==> src/rtl/exu_pkg.sv <==
// Shared definitions for the execute-stage writeback merger.
//   DEF_XLEN / DEF_REG_AW : default data and register-address widths
//   wb_req_t              : one buffered writeback {addr, data}
//   rr_next()             : round-robin successor of an index modulo n
package exu_pkg;

   localparam int DEF_XLEN   = 64;
   localparam int DEF_REG_AW = 5;

   typedef struct packed {
      logic [DEF_REG_AW-1:0] addr;
      logic [DEF_XLEN-1:0]   data;
   } wb_req_t;

   // Next index after cur in a ring of n entries (n need not be a power of two).
   function automatic int unsigned rr_next(input int unsigned cur, input int unsigned n);
      return (cur + 1 >= n) ? 0 : cur + 1;
   endfunction

endpackage

==> src/rtl/wb_fifo.sv <==
// Per-source writeback FIFO.
//   clk, rst_n : clock, synchronous active-low reset (empties the FIFO)
//   push, pop  : enqueue din / dequeue the head; the caller only pops when
//                non-empty and only pushes when not full or popping the same cycle
//   din, dout  : entry in / head entry out (head visible combinationally)
//   full, empty, count : occupancy, derived from wrap-around pointers
module wb_fifo
   import exu_pkg::*;
#(
   parameter int  DEPTH = 4,
   parameter type T     = wb_req_t
) (
   input  logic                   clk,
   input  logic                   rst_n,
   input  logic                   push,
   input  logic                   pop,
   input  T                       din,
   output T                       dout,
   output logic                   full,
   output logic                   empty,
   output logic [$clog2(DEPTH):0] count
);

   localparam int AW = $clog2(DEPTH);

   T mem [DEPTH];

   // Pointers carry one extra MSB so full and empty are distinguishable.
   logic [AW:0] wr_ptr_reg;
   logic [AW:0] rd_ptr_reg;

   always_ff @(posedge clk) begin
      if (!rst_n) begin
         wr_ptr_reg <= '0;
         rd_ptr_reg <= '0;
      end else begin
         if (push) wr_ptr_reg <= wr_ptr_reg + (AW+1)'(1);
         if (pop)  rd_ptr_reg <= rd_ptr_reg + (AW+1)'(1);
      end
   end

   always_ff @(posedge clk) begin
      if (push) mem[wr_ptr_reg[AW-1:0]] <= din;
   end

   // Head read is combinational so an entry pushed at one edge can be
   // granted and registered onto a write port at the very next edge.
   assign dout  = mem[rd_ptr_reg[AW-1:0]];
   assign count = wr_ptr_reg - rd_ptr_reg;
   assign empty = (wr_ptr_reg == rd_ptr_reg);
   assign full  = (count == (AW+1)'(DEPTH));

endmodule

==> src/rtl/exu_wb_merge.sv <==
// Writeback merger: NSRC independent writeback sources are buffered in
// per-source FIFOs and drained round-robin onto NWP register-file write ports.
//   clk, rst_n   : clock, synchronous active-low reset
//   src_vld/addr/data : packed per-source writeback requests
//   wp_vld/addr/data  : registered write-port outputs
//   pending_mask : reg r has a write buffered or currently on a port
//   wb_stall     : some FIFO is at DEPTH-1 or more entries
//   ovf_err      : sticky, a request was dropped at a full FIFO
//   waw_err      : sticky, a request targeted a pending reg or collided with another source
module exu_wb_merge
   import exu_pkg::*;
#(
   parameter int NSRC   = 3,
   parameter int NWP    = 1,
   parameter int DEPTH  = 4,
   parameter int XLEN   = DEF_XLEN,
   parameter int REG_AW = DEF_REG_AW
) (
   input  logic                    clk,
   input  logic                    rst_n,
   input  logic [NSRC-1:0]         src_vld,
   input  logic [NSRC*REG_AW-1:0]  src_addr,
   input  logic [NSRC*XLEN-1:0]    src_data,
   output logic [NWP-1:0]          wp_vld,
   output logic [NWP*REG_AW-1:0]   wp_addr,
   output logic [NWP*XLEN-1:0]     wp_data,
   output logic [(2**REG_AW)-1:0]  pending_mask,
   output logic                    wb_stall,
   output logic                    ovf_err,
   output logic                    waw_err
);

   localparam int NREG  = 2**REG_AW;
   localparam int PTR_W = (NSRC > 1) ? $clog2(NSRC) : 1;
   localparam int FCW   = $clog2(DEPTH) + 1;
   // A register can be outstanding in every FIFO slot plus every port.
   localparam int CNT_W = $clog2(NSRC*DEPTH + NWP + 1);

   typedef struct packed {
      logic [REG_AW-1:0] addr;
      logic [XLEN-1:0]   data;
   } req_t;

   logic [NSRC-1:0]    full;
   logic [NSRC-1:0]    empty;
   logic [NSRC-1:0]    grant;
   logic [NSRC-1:0]    live;
   logic [NSRC-1:0]    push_ok;
   logic [NSRC-1:0]    ovf_hit;
   logic [NSRC-1:0]    waw_hit;
   logic [REG_AW-1:0]  in_addr  [NSRC];
   req_t               head     [NSRC];
   logic [FCW-1:0]     fifo_cnt [NSRC];

   logic [NWP-1:0]     port_go;
   req_t               port_req [NWP];

   logic [PTR_W-1:0]   rr_ptr_reg;
   logic [PTR_W-1:0]   rr_ptr_next;
   logic [NWP-1:0]     wp_vld_reg;
   logic [NWP*REG_AW-1:0] wp_addr_reg;
   logic [NWP*XLEN-1:0]   wp_data_reg;
   logic               ovf_err_reg;
   logic               waw_err_reg;

   // ---------------- per-source FIFOs ----------------
   genvar gi;
   generate
      for (gi = 0; gi < NSRC; gi++) begin : g_src
         req_t in_req;
         assign in_req.addr = src_addr[gi*REG_AW +: REG_AW];
         assign in_req.data = src_data[gi*XLEN +: XLEN];
         assign in_addr[gi] = in_req.addr;
         // x0 writes are architecturally void and never occupy a slot.
         assign live[gi]    = src_vld[gi] && (in_req.addr != '0);
         // A full FIFO still accepts when its head leaves in the same cycle.
         assign push_ok[gi] = live[gi] && (!full[gi] || grant[gi]);

         wb_fifo #(
            .DEPTH (DEPTH),
            .T     (req_t)
         ) u_fifo (
            .clk   (clk),
            .rst_n (rst_n),
            .push  (push_ok[gi]),
            .pop   (grant[gi]),
            .din   (in_req),
            .dout  (head[gi]),
            .full  (full[gi]),
            .empty (empty[gi]),
            .count (fifo_cnt[gi])
         );
      end
   endgenerate

   // ---------------- round-robin arbiter ----------------
   // Port k is given the k-th non-empty source found scanning from rr_ptr;
   // already-granted sources are masked out so each pass finds the next one.
   always_comb begin
      logic [NSRC-1:0]  avail;
      logic             found;
      logic [PTR_W-1:0] idx;
      logic [PTR_W-1:0] last;
      avail   = ~empty;
      grant   = '0;
      port_go = '0;
      last    = rr_ptr_reg;
      for (int k = 0; k < NWP; k++) begin
         port_req[k] = '0;
         found = 1'b0;
         idx   = rr_ptr_reg;
         for (int s = 0; s < NSRC; s++) begin
            if (!found && avail[idx]) begin
               found       = 1'b1;
               avail[idx]  = 1'b0;
               grant[idx]  = 1'b1;
               port_go[k]  = 1'b1;
               port_req[k] = head[idx];
               last        = idx;
            end
            idx = PTR_W'(rr_next(32'(idx), NSRC));
         end
      end
      rr_ptr_next = (|grant) ? PTR_W'(rr_next(32'(last), NSRC)) : rr_ptr_reg;
   end

   // ---------------- error detection ----------------
   always_comb begin
      ovf_hit = '0;
      waw_hit = '0;
      for (int i = 0; i < NSRC; i++) begin
         if (live[i]) begin
            if (full[i] && !grant[i])        ovf_hit[i] = 1'b1;
            if (pending_mask[in_addr[i]])    waw_hit[i] = 1'b1;
            for (int j = 0; j < NSRC; j++) begin
               if (j != i && live[j] && in_addr[j] == in_addr[i]) waw_hit[i] = 1'b1;
            end
         end
      end
   end

   always_comb begin
      wb_stall = 1'b0;
      for (int i = 0; i < NSRC; i++) begin
         if (fifo_cnt[i] >= FCW'(DEPTH-1)) wb_stall = 1'b1;
      end
   end

   // ---------------- write ports and sticky flags ----------------
   always_ff @(posedge clk) begin
      if (!rst_n) begin
         rr_ptr_reg  <= '0;
         wp_vld_reg  <= '0;
         wp_addr_reg <= '0;
         wp_data_reg <= '0;
         ovf_err_reg <= 1'b0;
         waw_err_reg <= 1'b0;
      end else begin
         rr_ptr_reg <= rr_ptr_next;
         wp_vld_reg <= port_go;
         for (int k = 0; k < NWP; k++) begin
            if (port_go[k]) begin
               wp_addr_reg[k*REG_AW +: REG_AW] <= port_req[k].addr;
               wp_data_reg[k*XLEN +: XLEN]     <= port_req[k].data;
            end
         end
         if (|ovf_hit) ovf_err_reg <= 1'b1;
         if (|waw_hit) waw_err_reg <= 1'b1;
      end
   end

   // ---------------- pending-register tracking ----------------
   // One outstanding-write counter per register so that a register targeted
   // by several buffered writes stays pending until the last one retires.
   // A write retires at the edge ending its wp_vld cycle; arrivals and
   // retirements in the same edge net out, so a new push keeps the bit set.
   generate
      for (gi = 0; gi < NREG; gi++) begin : g_reg
         logic [CNT_W-1:0] cnt_reg;
         logic [CNT_W-1:0] cnt_next;

         always_comb begin
            cnt_next = cnt_reg;
            for (int i = 0; i < NSRC; i++) begin
               if (push_ok[i] && in_addr[i] == REG_AW'(gi)) cnt_next = cnt_next + CNT_W'(1);
            end
            for (int k = 0; k < NWP; k++) begin
               if (wp_vld_reg[k] && wp_addr_reg[k*REG_AW +: REG_AW] == REG_AW'(gi))
                  cnt_next = cnt_next - CNT_W'(1);
            end
         end

         always_ff @(posedge clk) begin
            if (!rst_n) cnt_reg <= '0;
            else        cnt_reg <= cnt_next;
         end

         assign pending_mask[gi] = |cnt_reg;
      end
   endgenerate

   assign wp_vld  = wp_vld_reg;
   assign wp_addr = wp_addr_reg;
   assign wp_data = wp_data_reg;
   assign ovf_err = ovf_err_reg;
   assign waw_err = waw_err_reg;

endmodule

==> config.mk <==
export PLATFORM = sky130hd
export DESIGN_NAME = exu_wb_merge
export DESIGN_NICKNAME = d
export VERILOG_FILES = /design/src/rtl/exu_pkg.sv /design/src/rtl/wb_fifo.sv /design/src/rtl/exu_wb_merge.sv
export SDC_FILE = /design/constraint.sdc
export NUM_CORES = 2
export LEC_CHECK = 0
export ABC_AREA = 1
export CAP_MARGIN = 20
export CORE_ASPECT_RATIO = 1.5
export CORE_MARGIN = 2
export CORE_UTILIZATION = 25
export CTS_BUF_LIST = sky130_fd_sc_hd__clkbuf_16
export DETAILED_ROUTE_END_ITERATION = 16
export HOLD_SLACK_MARGIN = 0.12
export PLACE_DENSITY_LB_ADDON = 0.3
export SLEW_MARGIN = 20
export SYNTH_ARGS = -nofsm -noshare
export SYNTH_HDL_FRONTEND = slang
export SYNTH_SLANG_ARGS = --single-unit
==> constraint.sdc <==
create_clock -name clk -period 7.5 [get_ports clk]
set_clock_uncertainty 0.05 [all_clocks]
set_input_delay 1.5 -clock clk [delete_from_list [all_inputs] [get_ports clk]]
set_output_delay 1.5 -clock clk [all_outputs]
set_load 0.02 [all_outputs]
==> reports/qor.yml <==
status: "finished, final reports clean"
antenna_left: 0
slew_headroom_pct: 19.2
synthXorXnorAreaFrac_pct: 1.75
start_util_pct: 25.1
synth_adder_area_share_pct: 3.73
crit_path_end_kind: "flip-flop"
die_area_um2: 223000
cts.sinks: 1054
slew_viol_final: 0
antenna_found_initial: 69
p_int_w: 0.0125
powerDensity_nw_per_um2: 327
cts_setup_buffers: 0
setup_viol: 0
multiInputGateArea_um2: 22100
synth_edf_count: 828
grt_usage_pct: 17.5
power_frac_comb_pct: 38.5
synthFlopType: "edfxtp_1"
max-clock-path-buffers: 3
layout_commonest_cell: "nand2_1"
switchingPower_w: 0.00874
synthSimpleGateAreaFrac_pct: 22.8
num_vias: 45736
first_iter_violations: 3536
placementRows: 210
tns_ps: 0
port_buffers: 316
hold-path-cell-count: 2
cts_buffers: 112
fmax_mhz: 180
cts_tree: "yes"
min_path_type: "reg2reg"
async_reset_ff_share_pct: 0
cts-resized-gates: 0
drive_gt1_share_pct: 6.63
synth_top_family_by_area: "simple AND/OR/NAND/NOR gates"
cp_max_fo: 13
finalPower_w: 0.0213
ir_worst_vdd_mv: 0.289
rsz0062_at_grt: "false"
dieHeight_um: 578
synth_cells: 6186
largest_register_ffs: 828
synthesis.nets: 6560
core_area_um2: 218000
area_growth_pct: 18.6
grt_pass1_wl_um: 292000
gr-total-overflow: 0
dp_cells: 9186
synthMuxAreaShare_pct: 0
p_seq_share_pct: 35.6
die_width_um: 387
drv_cap: 0
nets: 6812
required_ps: 8100
layout.area.seq_um2: 29400
critPathArrivalTime_ps: 6150
yosysWarnings: 0
p_clk_share_pct: 25.9
synth.cell_area_um2: 54900
synth_compound_area_share_pct: 11.9
drcViolationCount: 0
dpl.hpwl_um: 144000
r2r_cells: 22
clk_latency_ps: 740
final_cell_mix: "1620 x nand2_1, 828 x edfxtp_1, 606 x nor2_1, 597 x inv_1, 430 x nand3_1"
syn-mean-instance-area_um2: 8.88
grt_start_max_net_pins: 115
period_needed_ps: 5550
io_pins: 317
leakage_nw: 25.4
htree_levels: 3
clockRootBuffer: "clkbuf_16"
gp_congestion: 0.937
ys_types: 63
wl_per_cell_um: 21.5
ys_ff_latch: 1054
period_share_pct: 74.0
max_slew.worst_pin.slew_ps: 1210
final_cells: 9416
viasPerCell: 4.86
dr.pass1.iters: 6
grt_pass1_vias: 43516
hold_viol: 0
fill_cells: 22635
switching_share_pct: 41.1
synth_seq_area_share_pct: 53.5
path_class: "in2reg"
cts_hold_buf: 0
drt-total-wl_um: 202000
startpoint_type: "input pin"
path_clk_slew_ps: 60
[power by group through the flow]
stage / logic (W) / clock network, W / registers, W
6_report: 0.00819 / 0.00551 / 0.00757
4_1_cts: 0.00823 / 0.00563 / 0.00756
2_1_floorplan: 0.00454 / 0 / 0.00768
5_1_grt: 0.00879 / 0.00584 / 0.00764
3_3_place_gp: 0.00811 / 0 / 0.00767
3_5_place_dp: 0.00820 / 0 / 0.00768
[Yosys cell counts, types with 7 or more instances]
library cell	instances	area share (%)
a2111oi_0	16	0.26
a21oi_1	264	2.4
a221oi_1	31	0.49
a22oi_1	7	0.096
a31oi_1	9	0.10
a32o_1	114	2.1
and2_1	9	0.10
buf_1	30	0.21
buf_2	10	0.091
buf_6	11	0.23
clkbuf_1	201	1.4
clkinv_1	7	0.048
dfxtp_1	226	8.2
edfxtp_1	828	45
ha_1	159	3.6
inv_1	574	3.9
inv_2	57	0.39
nand2_1	1620	11
nand2_2	24	0.27
nand3_1	430	3.9
nand3_2	26	0.47
nand3b_1	12	0.16
nand4_1	111	1.3
nor2_1	619	4.2
nor2_2	19	0.22
nor3_1	35	0.32
nor4_1	7	0.080
o211ai_1	11	0.15
o21a_1	28	0.38
o21ai_0	263	2.4
o21ai_1	28	0.26
o21ai_2	9	0.14
o221ai_1	37	0.59
o22ai_1	147	1.7
o31ai_1	25	0.34
or2_2	9	0.10
xnor2_1	62	0.99
xor2_1	48	0.77
[path summary, 6_finish.rpt]
kind                                              to           from  slack (ps)
worst max register to register  g_reg[10].cnt_reg[2]  rr_ptr_reg[1]        1960
worst max-delay path            g_reg[19].cnt_reg[1]    src_addr[3]        1950
worst min-delay path                     wp_data[19]    wp_data[19]         420
worst min register to register           wp_data[19]    wp_data[19]         420
[layer usage]
| metal | track usage (%) | up-vias | wire length [µm] |
|---|---|---|---|
| li1 | - | 21812 | - |
| met1 | 19.8 | 21999 | 78000 |
| met2 | 30.7 | 1427 | 97900 |
| met3 | 4.56 | 446 | 15600 |
| met4 | 8.50 | 52 | 10500 |
| met5 | 0 | - | 326 |
[final cells by class]
type / instances / area share, %
Multi-Input combinational cell: 4237 / 34.0
Timing Repair Buffer: 394 / 5.95
Clock buffer: 115 / 4.42
Sequential cell: 1054 / 45.2
Antenna cell: 19 / 0.0730
Tap cell: 2862 / 5.50
Clock inverter: 96 / 1.16
Inverter: 639 / 3.71
[worst max-delay path: stages]
cell	delay [ps]
clkdlybuf4s50_1	790
nor2_1	500
nand2_1	130
o21ai_0	380
inv_2	210
buf_4	250
nand3_2	160
inv_1	120
nand2_1	70
nand2_1	100
ha_1	300
or2_2	290
o21ai_1	140
inv_1	90
ha_1	290
or2_0	210
nand2_1	110
ha_1	240
a21oi_1	140
nand2_1	70
inv_1	40
[logic make-up (layout without fill, tap and decap cells)]
group	count (synthesis)	count (layout)
compound gates	1018	1018
fa+ha+maj	162	162
other cells	0	19
flops	1054	1054
xor+xnor	110	110
buf+inv	895	1244
simple gates	2947	2947
[through the flow]
step	setup slack [ps]	hold slack [ps]	utilization, %	cell area, µm²
after floorplan	1520	394	-	54900
final	1950	420	29.8	65100
after global routing	1550	447	29.8	65100
after global placement	1280	408	28.1	61400
after CTS	1920	424	29.8	65100
after detailed placement	1220	415	28.1	61400
(Power assumes the default switching activity.)
